<file path="src/rtl/mem_bus_arbiter.sv">
// Two-requester memory bus arbiter: fetch and data stages share one core-side bus.
// Optional round-robin tie-breaking via MEM_ARB_ROUND_ROBIN_EN; fixed data priority otherwise.
module mem_bus_arbiter #(
  parameter int unsigned ADDR_W = 64,
  parameter int unsigned DATA_W = 64
) (
  input  logic                clk,
  input  logic                reset,
  // Fetch requester
  input  logic                i_valid,
  input  logic [ADDR_W-1:0]   i_addr,
  input  logic [2:0]          i_size,
  input  logic [3:0]          i_len,
  output logic                i_ready,
  output logic                i_last,
  output logic [DATA_W-1:0]   i_rdata,
  // Data requester
  input  logic                d_valid,
  input  logic                d_is_write,
  input  logic [ADDR_W-1:0]   d_addr,
  input  logic [2:0]          d_size,
  input  logic [3:0]          d_len,
  input  logic [DATA_W/8-1:0] d_strobe,
  input  logic [DATA_W-1:0]   d_wdata,
  output logic                d_ready,
  output logic                d_last,
  output logic [DATA_W-1:0]   d_rdata,
  // Core-side bus
  output logic                c_valid,
  output logic                c_is_write,
  output logic [ADDR_W-1:0]   c_addr,
  output logic [2:0]          c_size,
  output logic [3:0]          c_len,
  output logic [DATA_W/8-1:0] c_strobe,
  output logic [DATA_W-1:0]   c_wdata,
  input  logic                c_ready,
  input  logic                c_last,
  input  logic [DATA_W-1:0]   c_rdata,
  output logic                busy
);

  typedef enum logic [1:0] {
    StIdle,
    StGrantI,
    StGrantD
  } arbState_t;

  arbState_t stateQ, stateD;
  logic      pickData;
  logic      burstDone;

  assign burstDone = c_ready && c_last;

`ifdef MEM_ARB_ROUND_ROBIN_EN
  // Set when the data requester won the most recent grant; reset favours data.
  logic lastServedDataQ, lastServedDataD;

  always_comb begin
    pickData = d_valid && (!i_valid || !lastServedDataQ);
  end

  always_comb begin
    lastServedDataD = lastServedDataQ;
    if (stateQ == StIdle && (i_valid || d_valid)) begin
      lastServedDataD = pickData;
    end
  end

  always_ff @(posedge clk) begin
    if (reset) begin
      lastServedDataQ <= 1'b0;
    end else begin
      lastServedDataQ <= lastServedDataD;
    end
  end
`else
  always_comb begin
    pickData = d_valid;
  end
`endif

  always_comb begin
    stateD = stateQ;
    unique case (stateQ)
      StIdle: begin
        if (pickData) begin
          stateD = StGrantD;
        end else if (i_valid) begin
          stateD = StGrantI;
        end
      end
      StGrantI, StGrantD: begin
        // Grant is held until the bus flags the final beat, even if valid drops.
        if (burstDone) begin
          stateD = StIdle;
        end
      end
      default: stateD = StIdle;
    endcase
  end

  always_ff @(posedge clk) begin
    if (reset) begin
      stateQ <= StIdle;
    end else begin
      stateQ <= stateD;
    end
  end

  always_comb begin
    c_valid    = 1'b0;
    c_is_write = 1'b0;
    c_addr     = '0;
    c_size     = '0;
    c_len      = '0;
    c_strobe   = '0;
    c_wdata    = '0;
    i_ready    = 1'b0;
    i_last     = 1'b0;
    i_rdata    = '0;
    d_ready    = 1'b0;
    d_last     = 1'b0;
    d_rdata    = '0;
    busy       = 1'b0;
    unique case (stateQ)
      StGrantI: begin
        busy    = 1'b1;
        c_valid = i_valid;
        c_addr  = i_addr;
        c_size  = i_size;
        c_len   = i_len;
        i_ready = c_ready;
        i_last  = c_last;
        i_rdata = c_rdata;
      end
      StGrantD: begin
        busy       = 1'b1;
        c_valid    = d_valid;
        c_is_write = d_is_write;
        c_addr     = d_addr;
        c_size     = d_size;
        c_len      = d_len;
        c_strobe   = d_strobe;
        c_wdata    = d_wdata;
        d_ready    = c_ready;
        d_last     = c_last;
        d_rdata    = c_rdata;
      end
      default: ;
    endcase
  end

endmodule

</file>
<file path="config.mk">
export PLATFORM = sky130hd
export DESIGN_NAME = mem_bus_arbiter
export DESIGN_NICKNAME = d
export VERILOG_FILES = /design/src/rtl/mem_bus_arbiter.sv
export SDC_FILE = /design/constraint.sdc
export NUM_CORES = 1
export LEC_CHECK = 0
export BUFFER_PORTS_ARGS = -buffer_cell sky130_fd_sc_hd__buf_4
export CORE_AREA = 2 2 217 219
export DETAILED_ROUTE_END_ITERATION = 6
export DIE_AREA = 0 0 219 221
export PLACE_DENSITY = 0.3
export SLEW_MARGIN = 20
export SYNTH_ARGS = -nofsm -noshare
export SYNTH_HDL_FRONTEND = slang
export SYNTH_SLANG_ARGS = --single-unit
</file>
<file path="constraint.sdc">
create_clock -name clk -period 5.24 [get_ports clk]
set_clock_uncertainty 0.2 [all_clocks]
set_input_delay 1.572 -clock clk [delete_from_list [all_inputs] [get_ports clk]]
set_output_delay 1.572 -clock clk [all_outputs]
set_load 0.05 [all_outputs]
</file>
==> results of run 1 <==
==> power by group through the flow <==
stage	registers, mW	clock network [mW]	logic, mW
final	0.0204	0.115	1.52
after global routing	0.0206	0.117	1.61
after CTS	0.0205	0.117	1.55
after detailed placement	0.0207	0	1.55
after global placement	0.0207	0	1.57
after floorplan	0.0191	0	0.972
==> worst reg2reg max path: stages, from the launching register on <==
cell and delay, ps:
dfxtp_1 380, inv_1 110, ha_2 710, buf_4 340, a21boi_0 380, o21ai_0 160, a21oi_1 140
==> how the worst max path moves through the flow <==
stage / start / endpoint / slack, ps / cells past startpoint
6_report: stateQ[0] / c_addr[50] / 1180 / 6
5_1_grt: stateQ[0] / c_addr[41] / 990 / 6
4_1_cts: stateQ[0] / c_addr[41] / 1160 / 6
3_5_place_dp: d_addr[28] / c_addr[28] / 1210 / 4
3_3_place_gp: d_addr[51] / c_addr[51] / 1210 / 4
2_1_floorplan: d_addr[50] / c_addr[50] / 1120 / 2
==> through the flow <==
| stage | setup WS, ps | utilization, % |
|---|---|---|
| after floorplan | 1120 | - |
| after global placement | 1207 | 16.40 |
| after detailed placement | 1209 | 16.40 |
| after CTS | 1164 | 16.56 |
| after global routing | 985.4 | 16.56 |
| final | 1181 | 16.56 |
==> per-layer routing <==
metal | vias up | routed length (µm) | GRT usage (%)
met5 | - | 0 | 0
met4 | 0 | 114 | 0.9154
met3 | 6 | 2154 | 1.677
met2 | 311 | 12380 | 17.38
met1 | 2171 | 7613 | 8.222
li1 | 2400 | - | -
==> cell type report <==
type / instances / area, µm² / share of cell area (%)
well taps: 607 / 759.5 / 9.957
clock buffers: 3 / 75.07 / 0.9843
repair buffers: 571 / 4349 / 57.02
flip-flops and latches: 2 / 40.04 / 0.5249
inverters: 3 / 11.26 / 0.1476
multi-input cells: 361 / 2392 / 31.36
==> logic make-up (layout without fill, tap and decap cells) <==
kind of cell,Yosys count,after routing
flops,2,2
buf+inv,49,577
compound gates,78,78
simple gates,280,280
fa+ha+maj,3,3
==> cell usage in the layout, fill, tap and decap left out <==
| cell type | n |
|---|---|
| a22oi_1 | 72 |
| a21oi_1 | 3 |
| and2_1 | 205 |
| nor2b_1 | 73 |
| o21ai_0 | 1 |
| a21bo_2 | 1 |
| buf_4 | 566 |
| nor3_1 | 1 |
| buf_12 | 5 |
| clkbuf_16 | 3 |
| dfxtp_1 | 2 |
| a21boi_0 | 1 |
| ha_4 | 2 |
| ha_2 | 1 |
| inv_1 | 3 |
| nand3_1 | 1 |
==> results by group, run 1 <==
Timing
  • TNS Setup: 0 ps
  • Max Freq: 246.3 MHz
  • RSZ-0062 raised after global routing: false
  • Max_slew headroom: 57.24%
  • Tcrit/Tclk final: 77.47%
  • Final hold vios: 0
  • Slew @ Worst Pin: 641.4 ps
  • Finish-stage setup viols: 0
  • Hold WS: 336.4 ps
  • Clock period minus worst slack: 4059 ps
  • Max Slew Vio Count: 0

GRT
  • GRT overflow: 0
  • Gr usage total: 8.236%
  • Pin count of the biggest net entering global routing: 62
  • Vias in the first global route: 4824
  • Initial antenna violation count: 0
  • Global-route wire length before repair: 30.26 mm

Route
  • Drt wl/cell: 14.39 µm
  • DR DRC count: 0
  • Final WL: 22.26 mm
  • Initial DRC count: 115
  • Antenna Nets Post-Route: 0
  • Routed via count: 4888
  • Via density: 3.160
  • First-pass DRT Iterations: 4

Floorplanning
  • Core Region: 46060 µm²
  • Placement row count: 79
  • Die X: 219 µm
  • I/O Pins: 563
  • Die height: 221 µm
  • Die Footprint: 48400 µm²
  • Initial Util: 5.770%

Critical path
  • Largest stage delay, worst path: 560 ps
  • Cell mode on critical path: buf_4
  • WP buf/inv: 3
  • Reg-to-Reg End: stateQ[1]
  • Critical-path cell list: inv_1, ha_4, buf_4, a22oi_1, nor2b_1, buf_4
  • Delay-heaviest family, CP: buffers and inverters
  • Register-to-register setup slack: 2750 ps
  • Reg2reg start: stateQ[0]
  • Cells on worst reg2reg path: 6
  • Critical path type: reg2out
  • CP startpoint kind: flop
  • CP Max Fanout: 58
  • CP endpoint kind: primary output
  • Slowest CP cell: ha_4
  • CP arrival: 2290 ps
  • Worst path required time: 3470 ps

Clock network
  • Postcts setup bufs: 0
  • TritonCTS Sinks: 2
  • Clock Path Buffers: 2
  • CTS tree: done
  • Num CTS Buffers: 3
  • Clock slew at reported path FFs: 30 ps
  • Later-pin clock latency in the skew report: 220 ps
  • Cts repair resizes: 0
  • H-Tree Depth: 1
  • CTS hold repair buffers: 0
  • Root Buffer: clkbuf_16

Finish
  • Post-Layout Cell Count: 1547
  • Nets: 1230
  • Final instance area: 7627 µm²
  • # fillers: 5303
  • Layout cells sized above 1: 61.49%
  • Antenna Cells: 0
  • Max reg flops: 2
  • Area grow syn2layout: 187.0%
  • Largest regs: stateQ (2)
  • Reg with most FFs: stateQ

Yosys
  • Async S/R FF share, synth: 0%
  • Sequential fraction of the synthesis area: 1.507%
  • Synth top cells by count: and2_1 (205), nor2b_1 (73), a22oi_1 (72), buf_2 (17), clkbuf_2 (11)
  • Synth Area in Compound Gates: 21.75%
  • Largest family of logic cells by synthesized area: simple AND/OR/NAND/NOR gates
  • Area leader, netlist: and2_1
  • Synth unique cells: 16
  • Count of warnings emitted by yosys: 0
  • Seq cells post-synth: 2
  • Top-count cell post-synth: and2_1
  • Post-synth EDFFs: 0
  • Xor/xnor share of the synthesized area: 0%
  • Adder-cell share of the synthesized area: 1.412%
  • Mapped Area: 2658 µm²
  • Syn_nets: 700
  • Mapped Cells: 412
  • Yosys top cell area share: 48.26%
  • Post-synthesis area per instance: 6.450 µm²
  • Ys flop type: dfxtp_1
  • Mux contribution to synthesized area: 0%
  • Synth Area in Simple Gates: 65.82%
  • Area contributors post-synth: and2_1 (48%), a22oi_1 (20%), nor2b_1 (17%), buf_2 (3.2%), buf_4 (2.5%)

Status
  • Status: completed

Run
  • Max-cap viol count: 0

Power
  • Psw: 1.001 mW
  • Cell Int Power: 0.6578 mW
  • Sw frac: 60.35%
  • Clk network pwr share: 6.9%
  • Leakage Power: 3.786 nW
  • Worst IR Drop VDD: 0.08063 mV
  • Tot Pwr: 1.659 mW
  • Sequential power share: 1.2%
  • Combinational share of power: 91.8%
  • Pwr/cell area: 217.5 nW/µm²

Placement
  • Port Buf Inserts: 562
  • Routability cong.: 0.7846
  • Placed instance count: 1544
  • Placed Area: 7552 µm²
  • Detailed placement HPWL: 18.71 mm

Worst hold path
  • Hold Crit Class: reg2reg
  • Hold Path End: stateQ[1]
  • Hold path start: stateQ[1]
  • Hold Path Depth: 2
No activity file was read; power rests on OpenSTA's default activity.
==> run 2, diff against run 1 <==
ABC_AREA = 1   (was default)
CORE_AREA = 2 2 221 223   (was 2 2 217 219)
DIE_AREA = 0 0 223 225   (was 0 0 219 221)
clock period = 4 ns   (was 5.24 ns; I/O delays follow)
==> results by group, run 2 <==
Critical path
  • Critical path type: reg2out (unchanged)
  • CP Max Fanout: 39 (was 58)
  • CP arrival: 1970 ps (was 2290 ps)
  • CP startpoint kind: flop (unchanged)
  • Cell mode on critical path: buf_12 (was buf_4)
  • Worst path required time: 2600 ps (was 3470 ps)
  • CP endpoint kind: primary output (unchanged)
  • Slowest CP cell: ha_4 (unchanged)
  • Register-to-register setup slack: 2460 ps (was 2750 ps)
  • Delay-heaviest family, CP: buffers and inverters (unchanged)
  • Critical-path cell list: inv_1, ha_4, buf_12, buf_12, nand2_1, a21oi_1, buf_4 (was inv_1, ha_4, buf_4, a22oi_1, nor2b_1, buf_4)
  • WP buf/inv: 4 (was 3)
  • Largest stage delay, worst path: 370 ps (was 560 ps)

Yosys
  • Mapped Area: 2796 µm² (was 2658 µm²)
  • Area contributors post-synth: nand2_1 (48%), inv_1 (28%), a21oi_1 (13%), buf_2 (6.4%), dfxtp_1 (1.4%) (was and2_1 (48%), a22oi_1 (20%), nor2b_1 (17%), buf_2 (3.2%), buf_4 (2.5%))
  • Ys flop type: dfxtp_1 (unchanged)
  • Post-synthesis area per instance: 4.041 µm² (was 6.450 µm²)
  • Synth top cells by count: nand2_1 (355), inv_1 (209), a21oi_1 (74), buf_2 (36), clkbuf_1 (9) (was and2_1 (205), nor2b_1 (73), a22oi_1 (72), buf_2 (17), clkbuf_2 (11))
  • Area leader, netlist: nand2_1 (was and2_1)
  • Count of warnings emitted by yosys: 0 (unchanged)
  • Syn_nets: 980 (was 700)
  • Top-count cell post-synth: nand2_1 (was and2_1)
  • Sequential fraction of the synthesis area: 1.432% (was 1.507%)
  • Mapped Cells: 692 (was 412)
  • Async S/R FF share, synth: 0% (unchanged)
  • Seq cells post-synth: 2 (unchanged)
  • Synth unique cells: 11 (was 16)
  • Post-synth EDFFs: 0 (unchanged)
  • Yosys top cell area share: 47.65% (was 48.26%)

Power
  • Pwr/cell area: 466.8 nW/µm² (was 217.5 nW/µm²)
  • Worst IR Drop VDD: 0.1633 mV (was 0.08063 mV)
  • Leakage Power: 5.463 nW (was 3.786 nW)

Floorplanning
  • I/O Pins: 563 (unchanged)
  • Die Footprint: 50180 µm² (was 48400 µm²)
  • Die height: 225 µm (was 221 µm)
  • Core Region: 47550 µm² (was 46060 µm²)
  • Die X: 223 µm (was 219 µm)
  • Initial Util: 5.882% (was 5.770%)
  • Placement row count: 80 (was 79)

Status
  • Status: completed (unchanged)

Clock network
  • H-Tree Depth: 1 (unchanged)
  • CTS hold repair buffers: 0 (unchanged)
  • Later-pin clock latency in the skew report: 220 ps (about the same)
  • TritonCTS Sinks: 2 (unchanged)
  • Postcts setup bufs: 0 (unchanged)
  • Clock slew at reported path FFs: 30 ps (about the same)
  • CTS tree: done (unchanged)
  • Cts repair resizes: 0 (unchanged)
  • Clock Path Buffers: 2 (unchanged)
  • Root Buffer: clkbuf_16 (unchanged)
  • Num CTS Buffers: 3 (unchanged)

Worst hold path
  • Hold Crit Class: reg2reg (unchanged)

Finish
  • Commonest non-fill, non-tap cell in the layout: buf_4 (unchanged)
  • Nets: 1529 (was 1230)
  • Most frequent cells in the layout: buf_4 (582), nand2_1 (355), inv_1 (209) (was buf_4 (566), and2_1 (205), nor2b_1 (73))
  • Largest regs: stateQ (2) (unchanged)
  • Area grow syn2layout: 184.7% (was 187.0%)
  • Final instance area: 7961 µm² (was 7627 µm²)
  • Antenna Cells: 0 (unchanged)
  • Reg with most FFs: stateQ (unchanged)
  • # fillers: 5608 (was 5303)
  • Area of the multi-input gates: 1779 µm² (was 2392 µm²)
  • FF+latch area: 40.04 µm² (unchanged)
  • Max reg flops: 2 (unchanged)
  • Layout cells sized above 1: 48.02% (was 61.49%)

Placement
  • Port Buf Inserts: 562 (unchanged)
  • Detailed placement HPWL: 23.29 mm (was 18.71 mm)
  • Routability cong.: 0.7721 (was 0.7846)
  • Placed Area: 7886 µm² (was 7552 µm²)
  • Place WS: 629.5 ps (was 1209 ps)

Timing
  • Max Freq: 296.5 MHz
  • Final WS setup: 626.9 ps (was 1181 ps)
  • Tcrit/Tclk final: 84.33%
  • Clock period minus worst slack: 3373 ps
  • Final hold vios: 0 (unchanged)
  • TNS Setup: 0 ps (unchanged)
  • Finish-stage setup viols: 0 (unchanged)
  • RSZ-0062 raised after global routing: false (unchanged)
  • Max_slew headroom: 75.92% (was 57.24%)
  • Slew @ Worst Pin: 360.6 ps (was 641.4 ps)
  • Max Slew Vio Count: 0 (unchanged)

Run
  • Max-cap viol count: 0 (unchanged)

Route
  • Drt wl/cell: 14.15 µm (was 14.39 µm)
  • Final WL: 26.24 mm (was 22.26 mm)
  • Initial DRC count: 154 (was 115)
  • Via density: 3.234 (was 3.160)
  • First-pass DRT Iterations: 4 (unchanged)
  • Routed via count: 5996 (was 4888)
  • DR DRC count: 0 (unchanged)
  • Antenna Nets Post-Route: 0 (unchanged)

GRT
  • Global-route wire length before repair: 36.63 mm (was 30.26 mm)
  • Gr usage total: 9.530% (was 8.236%)
  • GRT overflow: 0 (unchanged)
  • Pin count of the biggest net entering global routing: 54 (was 62)
  • Vias in the first global route: 6132 (was 4824)
  • Initial antenna violation count: 1 (was 0)
## run 2: changes by cell type after synthesis, moves of 9 or more
cell | previous run | this run
inv_1 | 3 | 209
buf_2 | 17 | 36
nand2_1 | 0 | 355
nor2b_1 | 73 | 0
a22oi_1 | 72 | 0
buf_4 | 9 | 0
a21oi_1 | 3 | 74
and2_1 | 205 | 0
clkbuf_2 | 11 | 0
## run 2: final timing paths
kind           endpoint  startpoint  cells after the start
min reg2reg   stateQ[1]   stateQ[1]                      2
min           stateQ[1]   stateQ[1]                      2
max reg2reg   stateQ[1]   stateQ[1]                      6
max          c_addr[53]   stateQ[0]                      7
## run 2: kinds of logic after synthesis
logic type                 after synthesis  synth area share (%)
AOI/OAI and AO/OA                       75                 13.42
DFF                                      2                 1.432
and+or+nand+nor                        357                 47.96
adders and majority gates                3                 1.342
buffers and inverters                  255                 35.84
## run 2: metrics by stage
stage	util (%)	cells	hold slack (ps)	power, mW
finish	16.74	1854	319.9	3.717
global route	16.74	1854	356.4	3.948
CTS	16.74	1854	328.9	3.788
detailed placement	16.59	1851	312.7	3.629
global placement	16.59	1851	310.4	3.642
floorplan	-	692	249.7	2.245
## run 2: cell type report
type                       instances  area share, %
sequential                         2         0.5029
multi-input combinational        435          22.35
timing repair buffer             589          56.64
tap                              615          9.665
clock buffer                       3         0.9430
inverter                         210          9.901
## run 2: worst min-delay path, delay by kind of cell, from the launching register on
family	cells	cell delay, ps
flip-flops	1	330
AND/OR/NAND/NOR	1	80
AO/OA/AOI/OAI	1	60
## run 2: layer usage
metal / GRT usage, % / part of all wire [%]
met3: 2.399 / 8.8
met2: 19.84 / 54
met4: 0.5845 / 0.62
met1: 9.805 / 36
met5: 0 / 0
## run 2: power breakdown
group          internal (mW)  leakage, nW  total, mW  switching (mW)
Combinational           1.04         5.41       3.53            2.50
Sequential            0.0260       0.0165     0.0323         0.00630
Clock                  0.127       0.0370      0.149          0.0222
